--- config.mk ---
export PLATFORM = sky130hd
export DESIGN_NAME = seq_detect_ctrl
export DESIGN_NICKNAME = d
export VERILOG_FILES = /design/src/rtl/seq_detect_ctrl.sv
export SDC_FILE = /design/constraint.sdc
export NUM_CORES = 1
export LEC_CHECK = 0
export CAP_MARGIN = 20
export CELL_PAD_IN_SITES_DETAIL_PLACEMENT = 0
export CELL_PAD_IN_SITES_GLOBAL_PLACEMENT = 2
export CORE_MARGIN = 10
export CORE_UTILIZATION = 31
export CTS_BUF_LIST = sky130_fd_sc_hd__clkbuf_4 sky130_fd_sc_hd__clkbuf_8
export DETAILED_ROUTE_END_ITERATION = 12
export GPL_ROUTABILITY_DRIVEN = 0
export GPL_TIMING_DRIVEN = 0
export HOLD_SLACK_MARGIN = 0.15
export PLACE_DENSITY = 0.82
export SLEW_MARGIN = 15
export SYNTH_ARGS = -nofsm -noshare
export SYNTH_HDL_FRONTEND = slang
export SYNTH_SLANG_ARGS = --single-unit
--- constraint.sdc ---
create_clock -name clk -period 1.9 [get_ports clk]
set_clock_uncertainty 0.05 [all_clocks]
set_input_delay 0.38 -clock clk [delete_from_list [all_inputs] [get_ports clk]]
set_output_delay 0.38 -clock clk [all_outputs]
set_load 0.1 [all_outputs]
--- src/rtl/seq_detect_ctrl.sv ---
`default_nettype none
// ============================================================================
// Module   : seq_detect_ctrl
// Brief    : Frame sequencer for a serial Moore sequence detector. It clears
//            the detector, shifts a frame into it LSB first and reports a
//            saturating count of det_out-high samples. Optional abort input
//            is enabled by defining SEQ_CTRL_ABORT_EN.
// Revision : 1.0 - initial release
// ============================================================================
module seq_detect_ctrl #(
  parameter int WIDTH = 16,
  parameter int CNT_W = 5
) (
  input  logic             clk,
  input  logic             clr,
  input  logic             start,
  input  logic [WIDTH-1:0] data_in,
  input  logic             det_out,
`ifdef SEQ_CTRL_ABORT_EN
  input  logic             abort,
`endif
  output logic             w,
  output logic             det_clr,
  output logic             busy,
  output logic             done,
  output logic [CNT_W-1:0] match_count
);

  localparam int               IW          = $clog2(WIDTH);
  localparam logic [IW-1:0]    c_last      = IW'(WIDTH - 1);
  localparam logic [IW-1:0]    c_idx_one   = IW'(1);
  localparam logic [CNT_W-1:0] c_cnt_max   = {CNT_W{1'b1}};
  localparam logic [CNT_W-1:0] c_cnt_one   = CNT_W'(1);

  typedef enum logic [1:0] {
    IDLE  = 2'd0,
    CLEAR = 2'd1,
    SHIFT = 2'd2,
    DRAIN = 2'd3
  } state_t;

  state_t           r_state;
  logic [WIDTH-1:0] r_shreg;
  logic [IW-1:0]    r_idx;
  logic [CNT_W-1:0] r_cnt;

  logic             w_abort;
  logic             w_sample;
  logic [CNT_W-1:0] w_cnt_next;

`ifdef SEQ_CTRL_ABORT_EN
  assign w_abort = abort;
`else
  assign w_abort = 1'b0;
`endif

  // det_out reflects the bit consumed one cycle earlier, so SHIFT k=0 is skipped
  // and DRAIN picks up the result of the final bit.
  assign w_sample   = ((r_state == SHIFT) && (r_idx != '0)) || (r_state == DRAIN);
  assign w_cnt_next = (w_sample && det_out && (r_cnt != c_cnt_max)) ? r_cnt + c_cnt_one : r_cnt;

  always_ff @(posedge clk) begin
    if (clr) begin
      r_state     <= IDLE;
      r_shreg     <= '0;
      r_idx       <= '0;
      r_cnt       <= '0;
      w           <= 1'b0;
      det_clr     <= 1'b0;
      busy        <= 1'b0;
      done        <= 1'b0;
      match_count <= '0;
    end else begin
      det_clr <= 1'b0;
      done    <= 1'b0;
      if (w_abort && (r_state != IDLE)) begin
        r_state <= IDLE;
        w       <= 1'b0;
        det_clr <= 1'b1;
        busy    <= 1'b0;
      end else begin
        case (r_state)
          IDLE: begin
            w <= 1'b0;
            if (start) begin
              r_shreg <= data_in;
              r_cnt   <= '0;
              r_idx   <= '0;
              det_clr <= 1'b1;
              busy    <= 1'b1;
              r_state <= CLEAR;
            end
          end
          CLEAR: begin
            w       <= r_shreg[0];
            r_shreg <= r_shreg >> 1;
            r_idx   <= '0;
            r_state <= SHIFT;
          end
          SHIFT: begin
            r_cnt <= w_cnt_next;
            if (r_idx == c_last) begin
              w       <= 1'b0;
              r_state <= DRAIN;
            end else begin
              w       <= r_shreg[0];
              r_shreg <= r_shreg >> 1;
              r_idx   <= r_idx + c_idx_one;
            end
          end
          DRAIN: begin
            match_count <= w_cnt_next;
            done        <= 1'b1;
            busy        <= 1'b0;
            r_state     <= IDLE;
          end
          default: r_state <= IDLE;
        endcase
      end
    end
  end

endmodule
`default_nettype wire
== After elaboration in Yosys (flattened, before gate mapping) ==
Index checks and enable logic that the tools add are counted.
Widths: inputs -> output; s select.
Storage, ports and cells
  output and inout bits: 9
  register bits after elaboration: 36
  bits of input ports: 20
Cells by class
  equal/unequal tests: 8
  muxes and demuxes: 18
  bitwise gates (word level): 1
  add/subtract/negate cells: 2
  reduce and logical (&&, ||, !) cells: 14
Operators by type and width (count)
  $pmux 16 s3: 1
  $mux 16: 2
  $pmux 4 s3: 1
  $mux 5: 2
  $pmux 5 s2: 1
  $mux 4: 2
  $pmux 2 s4: 1
  $reduce_and 2->1: 3
  $add 5x1->5 const B: 1
  $ne 5x5->1 const B: 1
  $add 4x1->4 const B: 1
  $eq 2x2->1 const B: 2
  $eq 4x4->1 const B: 1
  $mux 1: 4
  $mux 2: 2
  $ne 2x2->1 const B: 2
  $reduce_bool 2->1: 2
  $reduce_bool 4->1: 1
  $logic_and 1x1->1: 3
  $pmux 1 s3: 1
  $reduce_and 3->1: 1
  $reduce_bool 3->1: 1
  $eq 2x1->1 const B: 1
  $logic_not 2->1: 1
  5 further kinds: 5

== Logic depth before layout (Yosys ltp) ==
  depth after elaboration: 7
  mapped depth: 8
  mapped depth without buffers: 7

== Least setup slack after synthesis ==
Ideal clock, no wire load.
  path type: reg2reg
  start point: register r_cnt[0]
  end point: register r_cnt[1]
  clock period less this slack: 1847 ps
  path slack: 53 ps
  required time: 1734 ps
  stages on the path, launching flop included: 8
  data arrival time: 1680 ps
  cell sequence: dfxtp_1 -> ha_1 -> and3_1 -> ha_1 -> nand2b_1 -> nor3b_1 -> o21ai_0 -> a31o_2
On the way
  longest elaborated chain between the ends: 4
  elaborated cells on any way between the ends: 5
  classes of those cells: add/sub: 1; eq/ne: 1; mux: 2; reduce/logical: 1
RTL lines
  start: declaration: RTL line 45  | logic [CNT_W-1:0] r_cnt;
  start signal: assignment: RTL line 101  | r_cnt <= w_cnt_next;
  branches (longest 2 deep; another with $add 5x1->5)
  $mux 5 (*): RTL line 60  | assign w_cnt_next = (w_sample && det_out && (r_cnt != c_cnt_max)) ? r_cnt + c_cnt_one : r_cnt;
  $pmux 5 s2 (*): RTL line 82  | case (r_state)
Mark *: on every way between the ends.
A chain may end at the register's enable or synchronous reset.

== Final worst setup path ==
  start point: register match_count[2]
  end point: output port match_count[2]
RTL lines
  start: declaration: RTL line 26  | output logic [CNT_W-1:0] match_count
  start signal: assignment: RTL line 112  | match_count <= w_cnt_next;
No word-level cell between the ends.

==> results.cfg <==
[synth]
synth-main-ff-cell = dfxtp_1
synthesis.nets = 223
async_reset_ff_frac = 0
yosys_warnings = 0
syn_inst = 194
synth_area_um2 = 1871
netlist-cell-type-count = 38
synth-edff-count = 0
syn_avg_cell_area_um2 = 9.642
yosysSeqAreaShare = 0.3853
ys_ff_latch = 36

[critical_path]
path_delay_family = buffers and inverters
critPathRequiredTime_ps = 1470
cp-end-kind = output port
crit_buf_inv = 1
cp.arrival_ps = 1440
criticalPathCategory = flop to output port
cp_slowest_cell = clkdlybuf4s15_1
cp.depth = 1
cp_cell_sequence = clkdlybuf4s15_1
r2r_cells = 6
slowest_delay_ps = 820
cp_max_fo = 2
crit_path_start_kind = flop

[power_and_ir_drop]
comb_power_share = 0.512
power.internal_mw = 2.122
report.power.total_mw = 3.619
pwr-share-seq = 0.303
ir_drop_v = 0.0005207
p_per_area_nw_per_um2 = 1466
switchingPower_mw = 1.497
swShare = 0.4137
power_frac_clock = 0.185
p_leak_nw = 0.9111

[routing]
routedWlPerCell_um = 14.65
vias_per_cell = 4.907
wirelength_mm = 4.555
drtIter0Drc = 67
drc = 0
dr_total_vias = 1526
drtAntennaViolNets = 0
drtPass1Iterations = 4

[clocking]
holdBufCountCts = 0
clkLatencyLatePin_ps = 280
clock_sinks = 36
numCtsBuffers = 5
htree_num_levels = 2
clockBufferDepth = 2
root_buffer = clkbuf_8
clk_pin_slew_ps = 70
cts_tree = yes

[die]
num_io_pins = 29
die_x_um = 97.68
die_h_um = 97.68
start_util = 0.3178
core_um2 = 5886
row_count = 28
die_area_um2 = 9541

[grt]
grt_start_max_net_pins = 13
grt_pass1_vias = 1526
grt_antenna_before_repair = 0
grt_overflow_total = 0
grt_usage = 0.09319
grt_pass1_wl_mm = 7.486

[layout]
layout.nets = 264
fillers = 603
layout-drive-gt1-share = 0.2585
multi_input_area_um2 = 1101
layout_commonest_cell = dfxtp_1
regArea_um2 = 730.7
final_cell_mix = 32 x dfxtp_1, 24 x nor2_1, 18 x clkdlybuf4s50_1, 16 x mux2i_1, 14 x a211oi_2
area.growth.synth_to_final_pct = 31.97
diodes = 0

[sta]
hold_viol = 0
setup_viol = 0
whs_ps = 395.7
period_minus_slack_ps = 1866
max_freq_mhz = 536.0
slew_headroom = 0.3648
post-route-period-util = 0.9820
worstMarginPinSlew_ps = 956.5
slew_violations = 0
finalSetupTns_ps = 0

[placement]
io_buffers = 27
hpwl_mm = 3.244

[status]
outcome = complete, no violations

[run]
cap_violations = 0

[min_path]
hold_path_class = input port to flop
hold_path_depth = 2
==> cells in the mapped netlist (4+ instances only) <==
master | count | area, um^2
and3_1 | 4 | 25.02
mux2i_1 | 16 | 160.2
nand2_1 | 11 | 41.29
ha_1 | 9 | 112.6
nor2b_1 | 5 | 31.28
a211oi_1 | 5 | 37.54
a21oi_1 | 9 | 45.04
nor2_1 | 24 | 90.09
a211oi_2 | 14 | 175.2
nand2b_1 | 5 | 31.28
clkbuf_1 | 6 | 22.52
dfxtp_1 | 36 | 720.7
inv_1 | 6 | 22.52
==> per-stage QoR <==
step / utilization / worst slack (ps) / cells / area (um^2)
after floorplan: - / 53.38 / 194 / 1871
after global placement: 0.3797 / -272.7 / 296 / 2235
after detailed placement: 0.3797 / -187.5 / 296 / 2235
after CTS: 0.4080 / 0.3408 / 307 / 2401
after global routing: 0.4194 / -0.3868 / 311 / 2469
final: 0.4194 / 34.19 / 311 / 2469
==> logic make-up after synthesis <==
family / count (synthesis) / share of synthesized area
flops: 36 / 0.3853
fa+ha+maj: 9 / 0.06020
compound gates: 42 / 0.1940
xor+xnor: 4 / 0.01873
mux: 16 / 0.08562
buf+inv: 19 / 0.05418
simple gates: 68 / 0.2020
==> metal layers <==
| layer | wire [um] | vias up | track usage |
|---|---|---|---|
| met5 | 0 | - | 0 |
| met2 | 2170 | 24 | 0.1574 |
| met3 | 140 | 2 | 0.02632 |
| met4 | 13 | 0 | 0.01678 |
| met1 | 2230 | 723 | 0.1150 |
| li1 | - | 777 | - |
==> layout make-up <==
type / instances / area share
inverters: 6 / 0.009123
flip-flops and latches: 36 / 0.2960
plain buffers: 12 / 0.03345
clock inverters: 3 / 0.01723
multi-input cells: 139 / 0.4460
well taps: 75 / 0.03801
repair buffers: 35 / 0.1323
clock buffers: 5 / 0.02788
==> worst register-to-register path, cell delays in order, from the launching register on <==
cell,delay [ps]
dfxtp_2,380
inv_1,80
ha_2,310
clkbuf_4,230
buf_4,250
mux2i_1,260
a211oi_2,90
==> repair_timing <==
action | in CTS | in global routing
endpoints found under the setup margin | 31 | 27
buffers inserted | 2 | 5
endpoints found under the hold margin | 0 | 0
gates resized for setup | 32 | 16
gates cloned | 1 | 0
pin swaps | 2 | 4
==> power groups by stage <==
| stage | registers (mW) | clock network [mW] | logic, mW |
|---|---|---|---|
| 2_1_floorplan | 1.32 | 0 | 1.16 |
| 3_3_place_gp | 1.10 | 0 | 1.76 |
| 3_5_place_dp | 1.10 | 0 | 1.77 |
| 4_1_cts | 1.09 | 0.701 | 1.83 |
| 5_1_grt | 1.12 | 0.725 | 2.02 |
| 6_report | 1.10 | 0.671 | 1.85 |
==> flip-flops by register name, indices dropped and copies added (netlist names) <==
register and flops:
match_count 5, r_shreg 16, r_state 2, busy 1
r_idx 4, w 1, det_clr 1, r_cnt 5
done 1
==> worst paths after layout <==
check                  from             end  slack, ps
max          match_count[2]  match_count[2]         30
min                     clr            done        400
max reg2reg      r_state[1]     r_shreg[14]        120
min reg2reg               w               w        420
No activity file was read; power rests on OpenSTA's default activity.
